--- src/rtl/fft_tf_pkg.sv ---
// fft_tf_pkg
// Shared definitions for the twiddle-factor scheduling logic of the FFT stages:
//   - LOG2_N_DEF      : default log2 of the FFT length
//   - tf_addr_width() : twiddle ROM address width for a given log2 length (ROM holds N/2 factors)
//   - ST_*            : state encoding of the twiddle address scheduler
//   - stage_legal()   : legality check for a requested stage number
package fft_tf_pkg;

  localparam int LOG2_N_DEF = 13;

  localparam logic [1:0] ST_IDLE  = 2'd0;
  localparam logic [1:0] ST_RUN   = 2'd1;
  localparam logic [1:0] ST_DRAIN = 2'd2;

  function automatic int tf_addr_width(input int log2n);
    return log2n - 1;
  endfunction

  // A stage is legal when it lies in 1..log2n.
  function automatic logic stage_legal(input int unsigned stage, input int unsigned log2n);
    return (stage >= 32'd1) && (stage <= log2n);
  endfunction

endpackage

--- src/rtl/tf_valid_pipe.sv ---
// tf_valid_pipe
// DEPTH-deep single-bit shift register used to align a valid strobe with a
// fixed-latency memory read. A synchronous flush clears every pending valid.
// Ports:
//   clk   in  system clock
//   rst   in  synchronous active-high reset
//   flush in  synchronous clear of all stages
//   din   in  valid entering the pipe
//   dout  out din delayed by DEPTH cycles
module tf_valid_pipe #(
  parameter int DEPTH = 1
) (
  input  logic clk,
  input  logic rst,
  input  logic flush,
  input  logic din,
  output logic dout
);

  logic [DEPTH-1:0] sr;

  // Shift register; bit 0 is the youngest entry, the cast drops the oldest bit.
  always_ff @(posedge clk) begin
    if (rst) begin
      sr <= {DEPTH{1'b0}};
    end else if (flush) begin
      sr <= {DEPTH{1'b0}};
    end else begin
      sr <= DEPTH'({sr, din});
    end
  end

  assign dout = sr[DEPTH-1];

endmodule

--- src/rtl/tf_addr_scheduler.sv ---
// tf_addr_scheduler
// Sequences the twiddle-factor ROM for one radix-2 DIT FFT stage per frame.
// A start in IDLE latches the stage; every adv in RUN issues one ROM read at
// address (cnt mod 2^(stage-1)) << (LOG2_N-stage). After N/2 reads the block
// drains the ROM latency, pulses frame_done and returns to IDLE.
// Ports:
//   clk, rst    clock and synchronous active-high reset
//   start       frame request (IDLE only), stage_sel latched with it
//   adv         butterfly advance strobe, one read per cycle in RUN
//   abort       cancel the current frame (RUN/DRAIN)
//   tf_addr     registered ROM address
//   tf_en       registered ROM enable, aligned with tf_addr
//   tf_valid    tf_en delayed by ROM_LAT, marks ROM data valid
//   busy        high in RUN and DRAIN
//   frame_done  one-cycle pulse at the end of DRAIN
//   stage_err   one-cycle pulse for a start with an illegal stage
module tf_addr_scheduler
  import fft_tf_pkg::*;
#(
  parameter int LOG2_N    = LOG2_N_DEF,
  parameter int STAGE_W   = 4,
  parameter int TF_ADDR_W = tf_addr_width(LOG2_N),
  parameter int ROM_LAT   = 1
) (
  input  logic                 clk,
  input  logic                 rst,
  input  logic                 start,
  input  logic [STAGE_W-1:0]   stage_sel,
  input  logic                 adv,
  input  logic                 abort,
  output logic [TF_ADDR_W-1:0] tf_addr,
  output logic                 tf_en,
  output logic                 tf_valid,
  output logic                 busy,
  output logic                 frame_done,
  output logic                 stage_err
);

  localparam int CNT_W = LOG2_N - 1;

  logic [1:0]           state;
  logic [1:0]           state_nx;
  logic [CNT_W-1:0]     cnt;
  logic [CNT_W-1:0]     cnt_nx;
  logic [STAGE_W-1:0]   stage_q;
  logic [STAGE_W-1:0]   stage_nx;
  logic [2:0]           drain_cnt;
  logic [2:0]           drain_nx;
  logic [TF_ADDR_W-1:0] tf_addr_nx;
  logic                 tf_en_nx;
  logic                 frame_done_nx;
  logic                 stage_err_nx;
  logic                 flush;
  logic                 start_legal;
  logic                 last_read;
  logic [CNT_W-1:0]     addr_mask;
  logic [TF_ADDR_W-1:0] addr_calc;

  assign start_legal = stage_legal(32'(stage_sel), 32'(LOG2_N));
  assign last_read   = (cnt == {CNT_W{1'b1}});

  // Twiddle address: keep the low (stage-1) bits of cnt and left-align them.
  always_comb begin
    addr_mask = CNT_W'((32'd1 << (32'(stage_q) - 32'd1)) - 32'd1);
    addr_calc = TF_ADDR_W'((cnt & addr_mask) << (32'(LOG2_N) - 32'(stage_q)));
  end

  // State and output registers.
  always_ff @(posedge clk) begin
    if (rst) begin
      state      <= ST_IDLE;
      cnt        <= {CNT_W{1'b0}};
      stage_q    <= STAGE_W'(1);
      drain_cnt  <= 3'd0;
      tf_addr    <= {TF_ADDR_W{1'b0}};
      tf_en      <= 1'b0;
      frame_done <= 1'b0;
      stage_err  <= 1'b0;
    end else begin
      state      <= state_nx;
      cnt        <= cnt_nx;
      stage_q    <= stage_nx;
      drain_cnt  <= drain_nx;
      tf_addr    <= tf_addr_nx;
      tf_en      <= tf_en_nx;
      frame_done <= frame_done_nx;
      stage_err  <= stage_err_nx;
    end
  end

  // Next-state logic; abort has priority in every state.
  always_comb begin
    state_nx = state;
    case (state)
      ST_IDLE: begin
        if (start && !abort && start_legal) begin
          state_nx = ST_RUN;
        end else begin
          state_nx = ST_IDLE;
        end
      end
      ST_RUN: begin
        if (abort) begin
          state_nx = ST_IDLE;
        end else if (adv && last_read) begin
          state_nx = ST_DRAIN;
        end else begin
          state_nx = ST_RUN;
        end
      end
      ST_DRAIN: begin
        // frame_done is already high in the final DRAIN cycle, so leave then.
        if (abort || frame_done) begin
          state_nx = ST_IDLE;
        end else begin
          state_nx = ST_DRAIN;
        end
      end
      default: state_nx = ST_IDLE;
    endcase
  end

  // Datapath and output next values.
  always_comb begin
    cnt_nx        = cnt;
    stage_nx      = stage_q;
    drain_nx      = drain_cnt;
    tf_addr_nx    = tf_addr;
    tf_en_nx      = 1'b0;
    frame_done_nx = 1'b0;
    stage_err_nx  = 1'b0;
    flush         = 1'b0;
    case (state)
      ST_IDLE: begin
        drain_nx = 3'd0;
        if (start && !abort) begin
          if (start_legal) begin
            stage_nx = stage_sel;
            cnt_nx   = {CNT_W{1'b0}};
          end else begin
            stage_err_nx = 1'b1;
          end
        end else begin
          stage_nx = stage_q;
        end
      end
      ST_RUN: begin
        drain_nx = 3'd0;
        if (abort) begin
          cnt_nx = {CNT_W{1'b0}};
          flush  = 1'b1;
        end else if (adv) begin
          tf_en_nx   = 1'b1;
          tf_addr_nx = addr_calc;
          cnt_nx     = cnt + CNT_W'(1);
        end else begin
          tf_en_nx = 1'b0;
        end
      end
      ST_DRAIN: begin
        // ROM_LAT cycles let the last valid leave the pipe, then one pulse.
        if (abort) begin
          cnt_nx   = {CNT_W{1'b0}};
          drain_nx = 3'd0;
          flush    = 1'b1;
        end else if (!frame_done) begin
          drain_nx = drain_cnt + 3'd1;
          if (drain_cnt == 3'(ROM_LAT)) begin
            frame_done_nx = 1'b1;
          end else begin
            frame_done_nx = 1'b0;
          end
        end else begin
          drain_nx = 3'd0;
        end
      end
      default: begin
        cnt_nx = {CNT_W{1'b0}};
        flush  = 1'b1;
      end
    endcase
  end

  assign busy = (state != ST_IDLE);

  tf_valid_pipe #(
    .DEPTH(ROM_LAT)
  ) u_valid_pipe (
    .clk  (clk),
    .rst  (rst),
    .flush(flush),
    .din  (tf_en),
    .dout (tf_valid)
  );

endmodule

--- config.mk ---
export PLATFORM = sky130hd
export DESIGN_NAME = tf_addr_scheduler
export DESIGN_NICKNAME = d
export VERILOG_FILES = /design/src/rtl/fft_tf_pkg.sv /design/src/rtl/tf_valid_pipe.sv /design/src/rtl/tf_addr_scheduler.sv
export SDC_FILE = /design/constraint.sdc
export NUM_CORES = 1
export LEC_CHECK = 0
export ABC_AREA = 1
export CAP_MARGIN = 5
export CORE_ASPECT_RATIO = 0.6
export CORE_UTILIZATION = 50
export CTS_CLUSTER_SIZE = 28
export DETAILED_ROUTE_END_ITERATION = 7
export GPL_TIMING_DRIVEN = 1
export PLACE_DENSITY = 0.77
export REMOVE_ABC_BUFFERS = 1
export SLEW_MARGIN = 25
export SYNTH_ARGS = -nofsm -noshare
export SYNTH_HDL_FRONTEND = slang
export SYNTH_SLANG_ARGS = --single-unit
--- constraint.sdc ---
create_clock -name clk -period 3.6 [get_ports clk]
set_input_delay 0.54 -clock clk [delete_from_list [all_inputs] [get_ports clk]]
set_output_delay 0.54 -clock clk [all_outputs]
set_load 0.02 [all_outputs]
**Word-level counts from Yosys, hierarchy flattened**

Cells that the tools add are included.

- Register bits: 37
- Bits in latches: 0
- RAM bits: 0
- Memory bits (read-only): 0
- Bits of input ports: 9
- Memories kept: 0

- $add $sub $neg: 5
- $mul: 0
- Div/mod/pow operators: 0
- Magnitude comparators: 2
- Equal/unequal tests: 8
- Shift-type cells: 2
- Mux-type cells: 19
- Bitwise operators: 6
- Reduce and logical (&&, ||, !) cells: 18

Operator list:

| kind | count |
|---|---|
| $mux W12 | 5 |
| $pmux W12 S3 | 1 |
| $shl A1 B32 Y12 const A | 1 |
| $shl A12 B32 Y12 | 1 |
| $add A12 B1 Y12 const B | 1 |
| $and A12 B12 Y12 | 1 |
| $eq A12 B12 Y1 const B | 1 |
| $sub A12 B1 Y12 const B | 1 |
| $mux W2 | 3 |
| $mux W3 | 2 |
| $ne A2 B2 Y1 const B | 3 |
| $pmux W2 S3 | 1 |
| $pmux W3 S2 | 1 |
| $reduce_and A3 Y1 | 2 |
| $reduce_or A2 Y1 | 3 |
| $reduce_or A3 Y1 | 2 |
| $mux W1 | 5 |
| $not A1 Y1 | 5 |
| $sub A4 B1 Y5 const B | 1 |
| $sub A4 B4 Y5 const A | 1 |
| $ge A4 B1 Y1 const B | 1 |
| $le A4 B4 Y1 const B | 1 |
| $logic_and A1 B1 Y1 | 4 |
| $reduce_and A4 Y1 | 1 |
| 11 further kinds | 12 |

**Logic depth before layout (Yosys ltp)**

- Depth after elaboration: 5
- Depth in mapped cells: 23
- Gate-level depth less buffers: 21

**Hierarchy**

A second synthesis with hierarchy kept.

- Cell total of the unflattened synthesis: 402
- Area, all modules: 2620.0 µm²

Modules (own cells, without submodules):

| module | instances | cells an instance | area an instance (µm²) | seq. area each (µm²) |
|---|---|---|---|---|
| tf_addr_scheduler | 1 | 398 | 2586.2 | 720.7 |
| tf_valid_pipe | 1 | 4 | 33.8 | 20.0 |

**Worst setup path before layout**

Ideal clock, no wire load.

- Kind: register to register
- From: register stage_q[1]
- To: register tf_addr[10]
- Library setup time: 0.131 ns
- Data arrival time: 2.649 ns
- Data required time: 3.469 ns
- Path slack: 0.821 ns
- Cell stages (with the launch flop): 21
- Path buffers: 1
- Clock period less this slack: 2.779 ns
- Cells stage by stage: dfxtp_1 inv_1 buf_1 ha_1 inv_2 nand2_1 nand2_2 nor3_1 nand2_1 ha_1 a21boi_0 nor2_1 nor2_1 nand2_1 nand2_1 o21ai_1 nand2_2 nand4_1 nand2_1 nand2_1 a21oi_2

- Cells in the longest elaborated chain, start to end: 5
- Elaborated cells on any way between the ends: 6
- Those cells by class: 3 x add/sub; 2 x shift; 1 x bitwise

Ends and longest elaborated chain:

| element | RTL line | source |
|---|---|---|
| start, declared | tf_addr_scheduler.sv:45 | `logic [STAGE_W-1:0] stage_q;` |
| start signal, assigned | tf_addr_scheduler.sv:82 | `stage_q <= stage_nx;` |
| $sub A4 B1 Y5 | tf_addr_scheduler.sv:64 | `addr_mask = CNT_W'((32'd1 << (32'(stage_q) - 32'd1)) - 32'd1);` |
| $shl A1 B32 Y12 | tf_addr_scheduler.sv:64 |  |
| $sub A12 B1 Y12 | tf_addr_scheduler.sv:64 |  |
| $and A12 B12 Y12 | tf_addr_scheduler.sv:65 | `addr_calc = TF_ADDR_W'((cnt & addr_mask) << (32'(LOG2_N) - 32'(stage_q)));` |
| $shl A12 B32 Y12 * | tf_addr_scheduler.sv:65 |  |
| end signal, assigned | tf_addr_scheduler.sv:75 | `tf_addr <= {TF_ADDR_W{1'b0}};` |
| end signal, assigned | tf_addr_scheduler.sv:84 | `tf_addr <= tf_addr_nx;` |
| end, declared | tf_addr_scheduler.sv:31 | `output logic [TF_ADDR_W-1:0] tf_addr,` |

Mark *: on every way between the ends. The rest lies on a longest branch, timed or not.
A chain may end at the register's enable or synchronous reset.

**Worst setup path after layout**

- From: register stage_q[1]
- To: register tf_addr[11]

Same word-level chain as after synthesis.

==> flow_summary.json <==
{
  "ant_nets": 0,
  "max_stage_delay_ns": 0.60,
  "syn_inst": 406,
  "drtIter0Drc": 267,
  "synth.ff_latch_count": 37,
  "htreeDepth": 2,
  "cts_tree": "yes",
  "drt-met1-wl_um": 3320,
  "fin_util_pct": 60.5,
  "grt_pass1_vias": 2306,
  "wl_met3_um": 677,
  "final_nets": 453,
  "peakVddDrop_mv": 0.202,
  "tns_ns": 0,
  "skew_ns": 0.00666,
  "avgSynthCellArea_um2": 6.49,
  "r2r_slack_ns": 0.49,
  "swShare_pct": 33.5,
  "die_height_um": 58.2,
  "crit_type": "flip-flop to flip-flop",
  "wl_per_cell_um": 13.6,
  "critPathLaunchType": "flip-flop",
  "cts_num_sinks": 37,
  "maxCapViolCount": 0,
  "cts_buffers": 5,
  "cts_resized": 0,
  "p_leak_nw": 1.35,
  "whs_ns": 0.448,
  "totalWireLength_um": 6780,
  "worstMarginPinSlew_ns": 0.567,
  "ff2ff_path_depth": 17,
  "syn_area_um2": 2630,
  "grt_pass1_wl_um": 10900,
  "whs_endpoint": "frame_done$_SDFF_PP0_",
  "p_seq_share_pct": 39.7,
  "synth_top_area_share_pct": 28.1,
  "die_x_um": 95.7,
  "yosysWarnings": 0,
  "drc": 0,
  "powerDensity_nw_per_um2": 350,
  "max_clock_freq_mhz": 322,
  "antennaDiodeCount": 0,
  "p_sw_mw": 0.358,
  "setup_viol": 0,
  "worstReg2RegStart": "stage_q[1]$_SDFFE_PP0P_",
  "clockRootBuffer": "clkbuf_8",
  "drv_slew": 0,
  "maxSlewHeadroom_pct": 62.2,
  "path_clk_slew_ns": 0.08,
  "grt_overflow": 0,
  "drive_gt1_share_pct": 10.4,
  "num_rows": 20,
  "via_count": 2750,
  "viasPerCell": 5.52,
  "combPwrFrac_pct": 25.9,
  "io_pins": 26,
  "worst_path_max_delay_cell": "dfxtp_1",
  "nFillCells": 474,
  "start_util_pct": 52.1,
  "clk_latency_ns": 0.30,
  "met2_length_um": 2700,
  "status": "completed",
  "hp-start": "drain_cnt[2]$_SDFFE_PP0P_",
  "core_area_um2": 5050,
  "r2r_end": "tf_addr[11]$_SDFFE_PP0P_",
  "cp_max_fo": 13,
  "hold_viol": 0,
  "dp_hpwl_um": 5260,
  "whs_path_depth": 1,
  "rsz0062_at_grt": "false",
  "post-cts-setup-buffers": 0,
  "ys_seq_area_share_pct": 28.1,
  "timing.final.crit_share_pct": 86.3,
  "dieArea_um2": 5570,
  "cp.required_ns": 3.84,
  "hp-class": "flip-flop to flip-flop",
  "hold_buffers": 0,
  "clkPwrFrac_pct": 34.4,
  "yosysTopAreaCell": "dfxtp_1",
  "synth_cell_type_count": 40,
  "area_growth_syn_to_layout_pct": 16.1,
  "finalCriticalPeriod_ns": 3.11,
  "p_int_mw": 0.712,
  "critical_path.cell_chain": "inv_1, ha_1, nand3_4, nand2_1, nor2_2, nand2_1, nor2_2, inv_1, ha_1, inv_1, nand3_1, o21ai_1, or2_1, nand3_2, o21ai_2, nand2_1, a21oi_2",
  "grt_use_total_pct": 25.6,
  "cts_max_path_buffers": 2,
  "grt_max_degree": 20,
  "antenna_found_initial": 0,
  "cp-end-kind": "flip-flop",
  "place_congestion": 0.983,
  "arrival_ns": 3.34,
  "highest_layer": "met4",
  "drt_first_pass_iters": 5,
  "port_buffers": 25,
  "ys_top_cells_by_area": "dfxtp_1 28%, nand2_1 15%, nand3_1 8.2%"
}
## per-stage QoR
step / power [mW] / cells / cell area (µm²) / setup slack [ns]
after floorplan: 0.632 / 395 / 2580 / 0.738
after global placement: 0.696 / 490 / 2950 / 0.665
after detailed placement: 0.702 / 490 / 2950 / 0.552
after CTS: 1.07 / 498 / 3060 / 0.523
after global routing: 1.13 / 498 / 3060 / 0.215
final: 1.07 / 498 / 3060 / 0.494
## worst max path at each step
stage | from | endpoint | slack (ns) | depth (start not counted)
after CTS | stage_q[1]$_SDFFE_PP0P_ | tf_addr[11]$_SDFFE_PP0P_ | 0.52 | 17
final | stage_q[1]$_SDFFE_PP0P_ | tf_addr[11]$_SDFFE_PP0P_ | 0.49 | 17
after detailed placement | stage_q[1]$_SDFFE_PP0P_ | tf_addr[11]$_SDFFE_PP0P_ | 0.55 | 17
after floorplan | stage_q[0]$_SDFFE_PP1P_ | tf_addr[10]$_SDFFE_PP0P_ | 0.74 | 20
after global routing | stage_q[1]$_SDFFE_PP0P_ | tf_addr[11]$_SDFFE_PP0P_ | 0.21 | 17
after global placement | stage_q[1]$_SDFFE_PP0P_ | tf_addr[11]$_SDFFE_PP0P_ | 0.67 | 17
## layout make-up
cell class	count	area (µm²)	share of cell area, %
multi-input combinational	304	1640	53.6
sequential	37	741	24.2
timing repair buffer	29	280	9.17
inverter	54	203	6.63
tap	66	82.6	2.70
clock buffer	6	72.6	2.37
clock inverter	2	38.8	1.27
## sequential cells by signal (all words and copies together) (netlist names)
name               cells
stage_q                4
state                  2
stage_err              1
cnt                   12
tf_en                  1
u_valid_pipe.dout      1
tf_addr               12
frame_done             1
drain_cnt              3
## worst max-delay path, delay by kind of cell, from the launching register on
family	cells	cell delay (ns)
AND/OR/NAND/NOR	9	1.05
flip-flops	1	0.60
adder cells (fa/ha/maj)	2	0.58
AO/OA/AOI/OAI	3	0.48
buffers and inverters	3	0.33
## Yosys cell counts (all sizes together)
master	n
inv	54
or2	3
o211a	1
o21a	1
nor3	11
nand4	16
nor2	32
o311ai	1
nor4	2
xor2	3
xnor2	1
buf	7
and3	1
o2111ai	1
nand2	114
o21ai	16
o31ai	1
nand3	49
dfxtp	37
o211ai	4
a211oi	4
nor3b	2
a211o	1
a21boi	1
clkbuf	4
a21oi	26
ha	13
## power groups by stage
stage / sequential (mW) / clock [mW] / combinational, mW
finish: 0.425 / 0.368 / 0.277
global route: 0.425 / 0.397 / 0.304
CTS: 0.424 / 0.375 / 0.270
detailed placement: 0.434 / 0 / 0.268
global placement: 0.433 / 0 / 0.262
floorplan: 0.435 / 0 / 0.197
## per-layer routing
layer | global-route usage, % | vias up
li1 | - | 1392
met5 | 0 | -
met4 | 6.82 | 0
met1 | 38.7 | 1228
met2 | 35.9 | 122
met3 | 6.17 | 8
## cell families (layout without fill, tap and decap cells)
logic type	Yosys count	after routing	share of synthesized area, %
adder cells (fa/ha/maj)	13	13	6.18
XOR/XNOR	4	4	1.33
AND/OR/NAND/NOR	230	230	41.5
buffers and inverters	65	91	9.64
flip-flops	37	37	28.1
AO/OA/AOI/OAI	57	57	13.2
## cell usage in the layout, fill, tap and decap left out, drive strengths merged
master and n:
clkdlybuf4s50 25, or2 3, clkbuf 6, a21oi 26, nand4 16, a211oi 4
nand3 49, o2111ai 1, o31ai 1, buf 4, xor2 3, a211o 1
ha 13, nor3 11, o211ai 4, o311ai 1, nor4 2, bufinv 1
nor3b 2, o211a 1, clkinv 1, nand2 114, o21a 1, inv 54
and3 1, o21ai 16, dfxtp 37, a21boi 1, xnor2 1, nor2 32
No activity file was read; power rests on OpenSTA's default activity.
